File: config.mk
export PLATFORM = sky130hd
export DESIGN_NAME = cvxif_copro_responder
export DESIGN_NICKNAME = d
export VERILOG_FILES = /design/src/rtl/cvxif_copro_pkg.sv /design/src/rtl/cvxif_copro_decoder.sv /design/src/rtl/cvxif_copro_responder.sv
export SDC_FILE = /design/constraint.sdc
export NUM_CORES = 1
export LEC_CHECK = 0
export ABC_CLOCK_PERIOD_IN_PS = 5080
export CELL_PAD_IN_SITES_DETAIL_PLACEMENT = 0
export CELL_PAD_IN_SITES_GLOBAL_PLACEMENT = 1
export CORE_MARGIN = 2
export CORE_UTILIZATION = 30
export DETAILED_ROUTE_END_ITERATION = 6
export PLACE_DENSITY = 0.66
export SLEW_MARGIN = 30
export SYNTH_ARGS = -nofsm -noshare
export SYNTH_HDL_FRONTEND = slang
export SYNTH_HIERARCHICAL = 1
export SYNTH_SLANG_ARGS = --single-unit
File: constraint.sdc
create_clock -name clk_i -period 5.08 [get_ports clk_i]
set_input_delay 0.508 -clock clk_i [delete_from_list [all_inputs] [get_ports clk_i]]
set_output_delay 0.508 -clock clk_i [all_outputs]
set_load 0.1 [all_outputs]
File: src/rtl/cvxif_copro_pkg.sv
// Shared types and constants for the CV-X-IF reference coprocessor.
// Optional MUL support is enabled by the CVXIF_COPRO_MUL_EN macro.
package cvxif_copro_pkg;

  localparam logic [6:0] OPCODE_CUSTOM0 = 7'b0001011;

  typedef enum logic [2:0] {
    ADD = 3'd0,
    XOR = 3'd1,
    NOP = 3'd2,
    EXC = 3'd3,
    MUL = 3'd4
  } copro_op_e;

  typedef enum logic [1:0] {
    EMPTY     = 2'd0,
    ISSUED    = 2'd1,
    COMMITTED = 2'd2,
    KILLED    = 2'd3
  } entry_state_e;

  typedef enum logic [1:0] {
    IDLE = 2'd0,
    EXEC = 2'd1,
    DONE = 2'd2
  } res_fsm_e;

  // Width-independent part of a buffer entry; id and operands live in
  // separately parameterised arrays in the responder.
  typedef struct packed {
    entry_state_e state;
    copro_op_e    op;
    logic [4:0]   rd;
    logic         we;
  } copro_entry_t;

endpackage

File: src/rtl/cvxif_copro_decoder.sv
// Combinational custom-0 decoder: instruction word -> accept/writeback/op/rd.
// funct3=100 (MUL) is only accepted when CVXIF_COPRO_MUL_EN is defined.
module cvxif_copro_decoder
  import cvxif_copro_pkg::*;
(
  input  logic [31:0] instr_i,
  output logic        accept_o,
  output logic        writeback_o,
  output copro_op_e   op_o,
  output logic [4:0]  rd_o
);

  logic [2:0] funct3;
  logic       unused_instr;

  assign funct3       = instr_i[14:12];
  assign rd_o         = instr_i[11:7];
  assign unused_instr = ^instr_i[31:15];

  always_comb begin
    accept_o    = 1'b0;
    writeback_o = 1'b0;
    op_o        = NOP;
    if (instr_i[6:0] == OPCODE_CUSTOM0) begin
      case (funct3)
        3'b000: begin
          accept_o    = 1'b1;
          writeback_o = 1'b1;
          op_o        = ADD;
        end
        3'b001: begin
          accept_o    = 1'b1;
          writeback_o = 1'b1;
          op_o        = XOR;
        end
        3'b010: begin
          accept_o = 1'b1;
          op_o     = NOP;
        end
        3'b011: begin
          accept_o = 1'b1;
          op_o     = EXC;
        end
`ifdef CVXIF_COPRO_MUL_EN
        3'b100: begin
          accept_o    = 1'b1;
          writeback_o = 1'b1;
          op_o        = MUL;
        end
`endif
        default: ;
      endcase
    end
  end

endmodule

File: src/rtl/cvxif_copro_responder.sv
// CV-X-IF coprocessor responder: in-order issue buffer, commit/kill tracking
// and a ready/valid result channel. Define CVXIF_COPRO_MUL_EN to add MUL.
module cvxif_copro_responder
  import cvxif_copro_pkg::*;
#(
  parameter int unsigned XLEN     = 32,
  parameter int unsigned ID_WIDTH = 4,
  parameter int unsigned DEPTH    = 4
) (
  input  logic                clk_i,
  input  logic                rst_ni,
  input  logic                issue_valid_i,
  output logic                issue_ready_o,
  input  logic [31:0]         issue_instr_i,
  input  logic [ID_WIDTH-1:0] issue_id_i,
  input  logic [2*XLEN-1:0]   issue_rs_i,
  input  logic [1:0]          issue_rs_valid_i,
  output logic                issue_accept_o,
  output logic                issue_writeback_o,
  input  logic                commit_valid_i,
  input  logic [ID_WIDTH-1:0] commit_id_i,
  input  logic                commit_kill_i,
  output logic                result_valid_o,
  input  logic                result_ready_i,
  output logic [ID_WIDTH-1:0] result_id_o,
  output logic [XLEN-1:0]     result_data_o,
  output logic [4:0]          result_rd_o,
  output logic                result_we_o,
  output logic                result_exc_o,
  output logic [5:0]          result_exccode_o,
  output logic                protocol_err_o
);

  localparam int unsigned AW = $clog2(DEPTH);
  localparam logic [AW:0] DEPTH_P = (AW+1)'(DEPTH);

  typedef logic [AW:0] ptr_t;

  copro_entry_t        ent_q [DEPTH];
  copro_entry_t        ent_d [DEPTH];
  logic [ID_WIDTH-1:0] id_q  [DEPTH];
  logic [ID_WIDTH-1:0] id_d  [DEPTH];
  logic [XLEN-1:0]     opa_q [DEPTH];
  logic [XLEN-1:0]     opa_d [DEPTH];
`ifdef CVXIF_COPRO_MUL_EN
  logic [XLEN-1:0]     opb_q [DEPTH];
  logic [XLEN-1:0]     opb_d [DEPTH];
  logic [1:0]          cnt_q, cnt_d;
  logic [XLEN-1:0]     mul_res;
`endif

  ptr_t     wr_ptr_q, wr_ptr_d;
  ptr_t     rd_ptr_q, rd_ptr_d;
  ptr_t     cm_ptr_q, cm_ptr_d;
  res_fsm_e state_q, state_d;
  logic     err_q, err_d;

  logic         dec_accept, dec_wb;
  copro_op_e    dec_op;
  logic [4:0]   dec_rd;
  logic [AW-1:0] wr_idx, rd_idx, cm_idx, nx_idx;
  copro_entry_t head;
  logic         empty, head_committed, head_killed, next_committed;
  logic         res_pop, pop, full, issue_fire;
  ptr_t         rd_ptr_pop;
  logic [XLEN-1:0] rs1, rs2, issue_val;

  cvxif_copro_decoder u_decoder (
    .instr_i     (issue_instr_i),
    .accept_o    (dec_accept),
    .writeback_o (dec_wb),
    .op_o        (dec_op),
    .rd_o        (dec_rd)
  );

  assign wr_idx = wr_ptr_q[AW-1:0];
  assign rd_idx = rd_ptr_q[AW-1:0];
  assign cm_idx = cm_ptr_q[AW-1:0];
  assign nx_idx = rd_idx + AW'(1);
  assign head   = ent_q[rd_idx];
  assign rs1    = issue_rs_i[XLEN-1:0];
  assign rs2    = issue_rs_i[2*XLEN-1:XLEN];

  assign empty          = (wr_ptr_q == rd_ptr_q);
  assign head_committed = !empty && (head.state == COMMITTED);
  assign head_killed    = !empty && (head.state == KILLED);
  assign next_committed = ((rd_ptr_q + ptr_t'(1)) != wr_ptr_q) &&
                          (ent_q[nx_idx].state == COMMITTED);

  assign result_valid_o = (state_q == DONE);
  assign res_pop        = result_valid_o && result_ready_i;
  assign pop            = res_pop || ((state_q == IDLE) && head_killed);
  assign rd_ptr_pop     = rd_ptr_q + ptr_t'(pop);

  // Fullness looks past this cycle's pop so a draining full buffer keeps accepting.
  assign full           = ((wr_ptr_q - rd_ptr_pop) == DEPTH_P);
  assign issue_ready_o  = !full && (&issue_rs_valid_i);
  assign issue_fire     = issue_valid_i && issue_ready_o && dec_accept;

  assign issue_accept_o    = dec_accept;
  assign issue_writeback_o = dec_wb;

  assign result_id_o      = head_committed ? id_q[rd_idx]  : '0;
  assign result_data_o    = head_committed ? opa_q[rd_idx] : '0;
  assign result_rd_o      = head_committed ? head.rd       : '0;
  assign result_we_o      = head_committed && head.we;
  assign result_exc_o     = head_committed && (head.op == EXC);
  assign result_exccode_o = result_exc_o ? 6'd2 : 6'd0;
  assign protocol_err_o   = err_q;

`ifdef CVXIF_COPRO_MUL_EN
  assign mul_res = opa_q[rd_idx] * opb_q[rd_idx];
`endif

  always_comb begin
    case (dec_op)
      ADD:     issue_val = rs1 + rs2;
      XOR:     issue_val = rs1 ^ rs2;
      MUL:     issue_val = rs1;
      default: issue_val = '0;
    endcase
  end

  always_comb begin
    state_d = state_q;
`ifdef CVXIF_COPRO_MUL_EN
    cnt_d   = cnt_q;
`endif
    case (state_q)
      IDLE: begin
        if (head_committed) begin
          state_d = EXEC;
`ifdef CVXIF_COPRO_MUL_EN
          cnt_d   = 2'd2;
`endif
        end
      end
      EXEC: begin
`ifdef CVXIF_COPRO_MUL_EN
        if ((head.op == MUL) && (cnt_q != 2'd0)) begin
          cnt_d = cnt_q - 2'd1;
        end else begin
          state_d = DONE;
        end
`else
        state_d = DONE;
`endif
      end
      DONE: begin
        if (res_pop) begin
          if (next_committed) begin
            state_d = EXEC;
`ifdef CVXIF_COPRO_MUL_EN
            cnt_d   = 2'd2;
`endif
          end else begin
            state_d = IDLE;
          end
        end
      end
      default: state_d = IDLE;
    endcase
  end

  // Pop, commit and issue are applied in that order so a full-and-draining
  // buffer can reuse the freed head slot in the same cycle.
  always_comb begin
    ent_d    = ent_q;
    id_d     = id_q;
    opa_d    = opa_q;
`ifdef CVXIF_COPRO_MUL_EN
    opb_d    = opb_q;
`endif
    wr_ptr_d = wr_ptr_q;
    rd_ptr_d = rd_ptr_pop;
    cm_ptr_d = cm_ptr_q;
    err_d    = err_q;

    if (pop) begin
      ent_d[rd_idx].state = EMPTY;
    end

`ifdef CVXIF_COPRO_MUL_EN
    if ((state_q == EXEC) && (head.op == MUL) && (cnt_q == 2'd0)) begin
      opa_d[rd_idx] = mul_res;
    end
`endif

    if (commit_valid_i) begin
      if ((cm_ptr_q == wr_ptr_q) || (commit_id_i != id_q[cm_idx])) begin
        err_d = 1'b1;
      end else begin
        ent_d[cm_idx].state = commit_kill_i ? KILLED : COMMITTED;
        cm_ptr_d            = cm_ptr_q + ptr_t'(1);
      end
    end

    if (issue_fire) begin
      ent_d[wr_idx] = '{state: ISSUED, op: dec_op, rd: dec_rd, we: dec_wb};
      id_d[wr_idx]  = issue_id_i;
      opa_d[wr_idx] = issue_val;
`ifdef CVXIF_COPRO_MUL_EN
      opb_d[wr_idx] = rs2;
`endif
      wr_ptr_d      = wr_ptr_q + ptr_t'(1);
    end
  end

  always_ff @(posedge clk_i or negedge rst_ni) begin
    if (!rst_ni) begin
      for (int i = 0; i < DEPTH; i++) begin
        ent_q[i] <= '{state: EMPTY, op: ADD, rd: 5'd0, we: 1'b0};
        id_q[i]  <= '0;
        opa_q[i] <= '0;
`ifdef CVXIF_COPRO_MUL_EN
        opb_q[i] <= '0;
`endif
      end
      wr_ptr_q <= '0;
      rd_ptr_q <= '0;
      cm_ptr_q <= '0;
      state_q  <= IDLE;
      err_q    <= 1'b0;
`ifdef CVXIF_COPRO_MUL_EN
      cnt_q    <= 2'd0;
`endif
    end else begin
      ent_q    <= ent_d;
      id_q     <= id_d;
      opa_q    <= opa_d;
`ifdef CVXIF_COPRO_MUL_EN
      opb_q    <= opb_d;
      cnt_q    <= cnt_d;
`endif
      wr_ptr_q <= wr_ptr_d;
      rd_ptr_q <= rd_ptr_d;
      cm_ptr_q <= cm_ptr_d;
      state_q  <= state_d;
      err_q    <= err_d;
    end
  end

endmodule

# Word level (Yosys, flattened, before mapping)
# Index checks and enable logic that the tools add are counted.
dict set report word_totals {
  register_bits 200
  output_inout_bits 54
}
dict set report classes {
  add_sub_neg 7
  n_lt_le_gt_ge 7
  n_eq_ne 19
  muxes 50
  bitwise_logic 6
  n_reduce_logical 26
}
# cell count
set ops {}
lappend ops {{44-bit 2-to-1 mux} 4}
lappend ops {{44-bit bitwise mux} 3}
lappend ops {{128-bit bitwise mux} 1}
lappend ops {{32-bit 2-to-1 mux} 4}
lappend ops {{32-bit one-hot mux with 3 select lines} 1}
lappend ops {{11-bit 2-to-1 mux} 7}
lappend ops {{11-bit demux with 2-bit select} 3}
lappend ops {{32-bit binary-select mux with 2-bit select} 1}
lappend ops {{32-bit demux with 2-bit select} 1}
lappend ops {{11-bit binary-select mux with 2-bit select} 2}
lappend ops {{32-bit adder} 1}
lappend ops {{32-bit bitwise XOR} 1}
lappend ops {{4-bit 2-to-1 mux} 6}
lappend ops {{4-bit binary-select mux with 2-bit select} 2}
lappend ops {{16-bit bitwise mux} 1}
lappend ops {{1-bit logical AND} 13}
lappend ops {{3-bit greater-or-equal comparator (second input constant)} 4}
lappend ops {{2-bit NOT with 3-bit output} 4}
lappend ops {{2-bit one-hot mux with 3 select lines} 2}
lappend ops {{3-bit by 1-bit adder with 3-bit output (second input constant)} 3}
lappend ops {{3-bit by 2-bit == test with 1-bit output (second input constant)} 3}
lappend ops {{3-bit by 1-bit less-than comparator with 1-bit output (second input constant)} 3}
lappend ops {{4-bit demux with 2-bit select} 1}
lappend ops {{2-bit == test (second input constant)} 4}
lappend ops {{other kinds (24)} 40}

# Logic depth before layout (Yosys ltp)
dict set report logic_depth {
  ltp_word 16
  depth_mapped 21
  ltp_nobuf 17
}

# Modules after synthesis
# The synthesis kept the hierarchy.
# mod n_inst cells_per_inst area_per_inst_um2 seq_area_each_um2
set by_module_without_submodules {}
lappend by_module_without_submodules {cvxif_copro_responder 1 1286 11741.3 5004.8}
lappend by_module_without_submodules {cvxif_copro_decoder 1 14 97.6 0.0}

# Worst setup path before layout
# Ideal clock, no wire load.
dict set report synth_timing {
  kind {register to register}
  from {reg rd_ptr_q[0]}
  to {reg opa_q[112] in the netlist's numbering}
  setup_time_ns 0.125
  t_arrival_ns 5.453
  required_ns 4.955
  path_slack_ns -0.498
  stages_incl_launch_ff 20
  synth_period_minus_slack_ns 5.578
  cell_sequence {dfrtp_1 -> buf_2 -> xor2_1 -> nor3_1 -> o31a_1 -> or3b_2 -> a21oi_1 -> ha_1 -> ha_1 -> inv_1 -> ha_1 -> nor2b_1 -> xnor2_1 -> xnor2_1 -> a31oi_1 -> and3_1 -> buf_2 -> and2_1 -> buf_2 -> mux2_2}
}
dict set report synth_via {
  elab_chain_len 15
  elab_cells_between_ends 17
  cone_classes {add/sub: 2; eq/ne: 3; mux: 3; bitwise: 1; reduce/logical: 8}
}
# item line
set synth_rtl {}
lappend synth_rtl {{start, declared} cvxif_copro_responder.sv:53} ;# ptr_t rd_ptr_q, rd_ptr_d;
lappend synth_rtl {{start signal, assigned} cvxif_copro_responder.sv:236} ;# rd_ptr_q <= rd_ptr_d;
lappend synth_rtl {{2-bit NOT with 3-bit output (implied by the code)} cvxif_copro_responder.sv:80} ;# assign head = ent_q[rd_idx];
lappend synth_rtl {{11-bit binary-select mux with 2-bit select} cvxif_copro_responder.sv:80}
lappend synth_rtl {{11-bit 2-to-1 mux (implied by the code) (2 in a row)} cvxif_copro_responder.sv:80}
lappend synth_rtl {{2-bit == test} cvxif_copro_responder.sv:86} ;# assign head_killed = !empty && (head.state == KILLED);
lappend synth_rtl {{1-bit logical AND} cvxif_copro_responder.sv:86}
lappend synth_rtl {{1-bit logical AND} cvxif_copro_responder.sv:92} ;# assign pop = res_pop || ((state_q == IDLE) && head_killed);
lappend synth_rtl {{1-bit logical OR} cvxif_copro_responder.sv:92}
lappend synth_rtl {{3-bit by 1-bit adder with 3-bit output (*)} cvxif_copro_responder.sv:93} ;# assign rd_ptr_pop = rd_ptr_q + ptr_t'(pop);
lappend synth_rtl {{named net rd_ptr_d[1]} cvxif_copro_responder.sv:53}
lappend synth_rtl {{3-bit subtractor (*)} cvxif_copro_responder.sv:96} ;# assign full = ((wr_ptr_q - rd_ptr_pop) == DEPTH_P);
lappend synth_rtl {{3-bit == test (*)} cvxif_copro_responder.sv:96}
lappend synth_rtl {{1-bit zero test (*)} cvxif_copro_responder.sv:97} ;# assign issue_ready_o = !full && (&issue_rs_valid_i);
lappend synth_rtl {{1-bit logical AND (*)} cvxif_copro_responder.sv:97}
lappend synth_rtl {{named net issue_ready_o} cvxif_copro_responder.sv:13} ;# output logic issue_ready_o,
lappend synth_rtl {{1-bit logical AND (*) (2 in a row)} cvxif_copro_responder.sv:98} ;# assign issue_fire = issue_valid_i && issue_ready_o && dec_accept;
lappend synth_rtl {{end signal, assigned} cvxif_copro_responder.sv:230} ;# opa_q <= opa_d;
lappend synth_rtl {{end, declared} cvxif_copro_responder.sv:43} ;# logic [XLEN-1:0] opa_q [DEPTH];
# The timed path passes the listed nets; every way through them passes the cells marked *. The select of a mux whose other input is x is not followed.
# A chain may end at the register's enable or synchronous reset.

# Worst setup path in the final report
dict set report layout_timing {
  from {reg rd_ptr_q[0]}
  to {reg opa_q[80] in the netlist's numbering}
}
dict set report layout_via {
  elab_chain_len 15
  elab_cells_between_ends 17
  cone_classes {add/sub: 2; eq/ne: 3; mux: 3; bitwise: 1; reduce/logical: 8}
}
# item line
set layout_rtl {}
lappend layout_rtl {{2-bit NOT with 3-bit output (implied by the code)} cvxif_copro_responder.sv:80}
lappend layout_rtl {{11-bit binary-select mux with 2-bit select} cvxif_copro_responder.sv:80}
lappend layout_rtl {{11-bit 2-to-1 mux (implied by the code) (2 in a row)} cvxif_copro_responder.sv:80}
lappend layout_rtl {{2-bit == test} cvxif_copro_responder.sv:86}
lappend layout_rtl {{1-bit logical AND} cvxif_copro_responder.sv:86}
lappend layout_rtl {{1-bit logical AND} cvxif_copro_responder.sv:92}
lappend layout_rtl {{1-bit logical OR} cvxif_copro_responder.sv:92}
lappend layout_rtl {{3-bit by 1-bit adder with 3-bit output (*)} cvxif_copro_responder.sv:93}
lappend layout_rtl {{named net rd_ptr_d[1]} cvxif_copro_responder.sv:53}
lappend layout_rtl {{3-bit subtractor (*)} cvxif_copro_responder.sv:96}
lappend layout_rtl {{3-bit == test (*)} cvxif_copro_responder.sv:96}
lappend layout_rtl {{1-bit zero test (*)} cvxif_copro_responder.sv:97}
lappend layout_rtl {{1-bit logical AND (*)} cvxif_copro_responder.sv:97}
lappend layout_rtl {{1-bit logical AND (*) (2 in a row)} cvxif_copro_responder.sv:98}
# Marks and branches as above.

==> flow_metrics.env <==
export IMPL_synth_avg_cell_area_sq_um=9.11
export IMPL_synthXorXnorAreaFrac_pct=1.48
export IMPL_muxShareOfSynthArea_pct=9.78
export IMPL_n_antenna_cell=0
export IMPL_place_ws_ps=424
export IMPL_critPathSlowestCell="dfrtp_4"
export IMPL_yosys_area_share_simple_pct=19.2
export IMPL_port_buffers=143
export IMPL_vdd_drop_max_mv=0.209
export IMPL_final_max_slew_viol_count=0
export IMPL_clkSinkCount=200
export IMPL_async_flop_share_pct=100
export IMPL_met3_wirelength_um=1350
export IMPL_ys_types=72
export IMPL_pin_count=166
export IMPL_hp_class="register to register"
export IMPL_finClkSkew_ps=12.2
export IMPL_path_cells="xor2_1 > nor3_1 > o31a_1 > or3b_2 > a21oi_1 > ha_1 > ha_1 > inv_1 > ha_1 > nor2b_1 > xnor2_1 > xnor2_1 > a31oi_2 > and3_1 > and2_1 > mux2_2"
export IMPL_power_density_mw_per_mm2=264
export IMPL_area_growth_synth_to_final_pct=20.8
export IMPL_fp_row_count=72
export IMPL_clkSlewWorstSetupHoldPaths_ps=80
export IMPL_finalNonFillerCells=1929
export IMPL_first_pass_iters=6
export IMPL_power_total_w=0.00378
export IMPL_required_ps=5400
export IMPL_nNetsFinal=1558
export IMPL_tightest_slew_ps=981
export IMPL_finalSetupViolations=0
export IMPL_ys_warn_count=6
export IMPL_path_class="register to register"
export IMPL_vias=9826
export IMPL_placedCellCount=1895
export IMPL_drc=0
export IMPL_insertion_delay_ps=440
export IMPL_synth_compound_area_share_pct=17.8
export IMPL_startpoint="rd_ptr_q[0]"
export IMPL_endpoint_kind="register"
export IMPL_final_common_cell="nand2_1"
export IMPL_start_kind="register"
export IMPL_p_leak_nw=6.15
export IMPL_met2_length_um=16200
export IMPL_top_layer_used="met4"
export IMPL_drt_wirelength_per_cell_um=18.3
export IMPL_crit_buf_inv=1
export IMPL_routed_via_density=5.09
export IMPL_crit_arrival_ps=4950
export IMPL_antenna_found_initial=0
export IMPL_max_slew_margin_rel_pct=34.4
export IMPL_synthCells=1300
export IMPL_grt_max_degree=115
export IMPL_finalSetupTns_ps=0
export IMPL_hold_violations=0
export IMPL_cap_violations=0
export IMPL_clockBufferDepth=2
export IMPL_die_area_sq_mm=0.0411
export IMPL_ant_nets=0
export IMPL_synth_edf_count=0
export IMPL_fin_crit_ps=4630
export IMPL_htreeDepth=4
export IMPL_num_fill_cells=3950
export IMPL_die_x_um=203
export IMPL_drive_gt1_share_pct=12.7
export IMPL_synth_area_sq_mm=0.0118
export IMPL_rsz0062_at_grt="false"
export IMPL_start_util_pct=30.5
export IMPL_met1Wirelength_um=17200
export IMPL_grt_pass1_wl_um=56300
export IMPL_cts_root_buf="clkbuf_16"
export IMPL_drt_iter0_drc=670
export IMPL_r2r_start="rd_ptr_q[0]"
export IMPL_crit_fanout=18
export IMPL_track_usage_pct=17.5
export IMPL_status="finished, final reports clean"
export IMPL_cp_common_cell="ha_1"
export IMPL_rrSetupSlack_ps=450
export IMPL_hpwl_um=25200
export IMPL_hp_start="protocol_err_o"
export IMPL_yosysSeqAreaShare_pct=42.3
export IMPL_cts_tree="built"
export IMPL_grt_pass1_vias=9837
export IMPL_synth_fa_ha_area_share_pct=5.14
export IMPL_globalRouteOverflowTotal=0
export IMPL_fmax_ghz=0.216
export IMPL_layout_common_cells="nand2_1, dfrtp_1, o21ai_0"
export IMPL_numCtsBuffers=17
export IMPL_cp_top_family="simple AND/OR/NAND/NOR gates"
export IMPL_die_h_um=203
export IMPL_synth_ff_type="dfrtp_1"
export IMPL_gp_congestion=0.853
export IMPL_ys_seq_elements=200
export IMPL_worst_hold_slack_ps=461
export IMPL_period_share_pct=91.0
export IMPL_finalWorstSetupSlack_ps=455
export IMPL_synth_top_family_by_area="simple AND/OR/NAND/NOR gates"
export IMPL_cts_post_setup_buffers_inserted=0
export IMPL_routed_wirelength_um=35300
export IMPL_cp_slowest_stage_delay_ps=630
export IMPL_core_area_sq_mm=0.0388
-- registers in the layout (all words and copies together), names as in the netlist --
register,count
protocol_err_o,1
rd_ptr_q,3
cm_ptr_q,3
state_q,2
opa_q,128
id_q,16
wr_ptr_q,3
ent_q,44
-- path summary, 6_finish.rpt --
| path | endpoint | cells past startpoint |
|---|---|---|
| setup / recovery | opa_q[80] | 16 |
| hold / removal | protocol_err_o | 1 |
| setup reg to reg | opa_q[80] | 16 |
| hold reg to reg | protocol_err_o | 1 |
| max in group asynchronous | opa_q[15] | 4 |
| min in group asynchronous | ent_q[25] | 2 |
-- per-layer routing --
| metal | GRT usage (%) | vias up |
|---|---|---|
| met4 | 4.07 | 0 |
| li1 | - | 4798 |
| met1 | 24.6 | 4772 |
| met2 | 28.3 | 223 |
| met5 | 0 | - |
| met3 | 2.68 | 33 |
-- report_power, final --
group | switching (W) | internal, W
combinational | 0.000445 | 0.000316
sequential | 0.0000717 | 0.00162
clock | 0.000635 | 0.000690
total | 0.00115 | 0.00263
-- worst register-to-register path: cells and delay by family (launching register included) --
family | cells | cell delay (ps)
AND/OR/NAND/NOR | 5 | 1570
flip-flops | 1 | 630
XOR/XNOR | 3 | 530
adder cells (fa/ha/maj) | 3 | 550
multiplexers | 1 | 390
buffers and inverters | 1 | 60
AO/OA/AOI/OAI | 3 | 780
-- logic make-up after synthesis --
kind of cell | after synthesis
muxes | 56
xor gates and xnor gates | 20
adders and majority gates | 48
AOI/OAI and AO/OA | 342
DFF | 200
other | 2
buffers and inverters | 120
and+or+nand+nor | 512
-- per-stage QoR --
stage | utilization [%] | instance area [sq um]
finish | 36.8 | 14300
global route | 36.8 | 14300
CTS | 36.7 | 14300
detailed placement | 35.3 | 13700
global placement | 35.3 | 13700
floorplan | - | 11900
-- repair_timing --
item | 4_1_cts | 5_1_grt
endpoints found under the hold margin | 0 | 30
hold buffers | 0 | 1
gates resized for setup | 0 | 0
-- layout make-up --
class	count	area (sq um)	share of cell area, %
multi-input combinational	984	6360	44.5
sequential	200	5010	35.0
timing repair buffer	168	1610	11.3
clock inverter	14	139	0.971
tap	518	648	4.53
inverter	27	101	0.709
clock buffer	18	429	3.00
-- cell usage after synthesis (6+ instances only) --
master	number	area share [%]
xnor2_1	13	0.96
buf_1	6	0.19
o21a_1	7	0.44
xor2_1	7	0.52
nand4_1	10	0.53
a32oi_1	8	0.59
mux4_2	47	8.9
nor2b_1	48	2.5
buf_2	14	0.59
buf_4	12	0.76
nor2_1	57	1.8
dfrtp_1	200	42
nand2_1	317	10
mux2_2	7	0.67
a21oi_1	55	2.3
o211ai_1	19	1.2
a31oi_1	14	0.74
and2_1	9	0.48
ha_1	47	5.0
clkbuf_1	61	1.9
a21o_1	13	0.82
a22o_1	8	0.59
nand3_1	20	0.85
o21ai_0	160	6.8
inv_1	26	0.82
nor3_1	17	0.72
(Power assumes the default switching activity.)
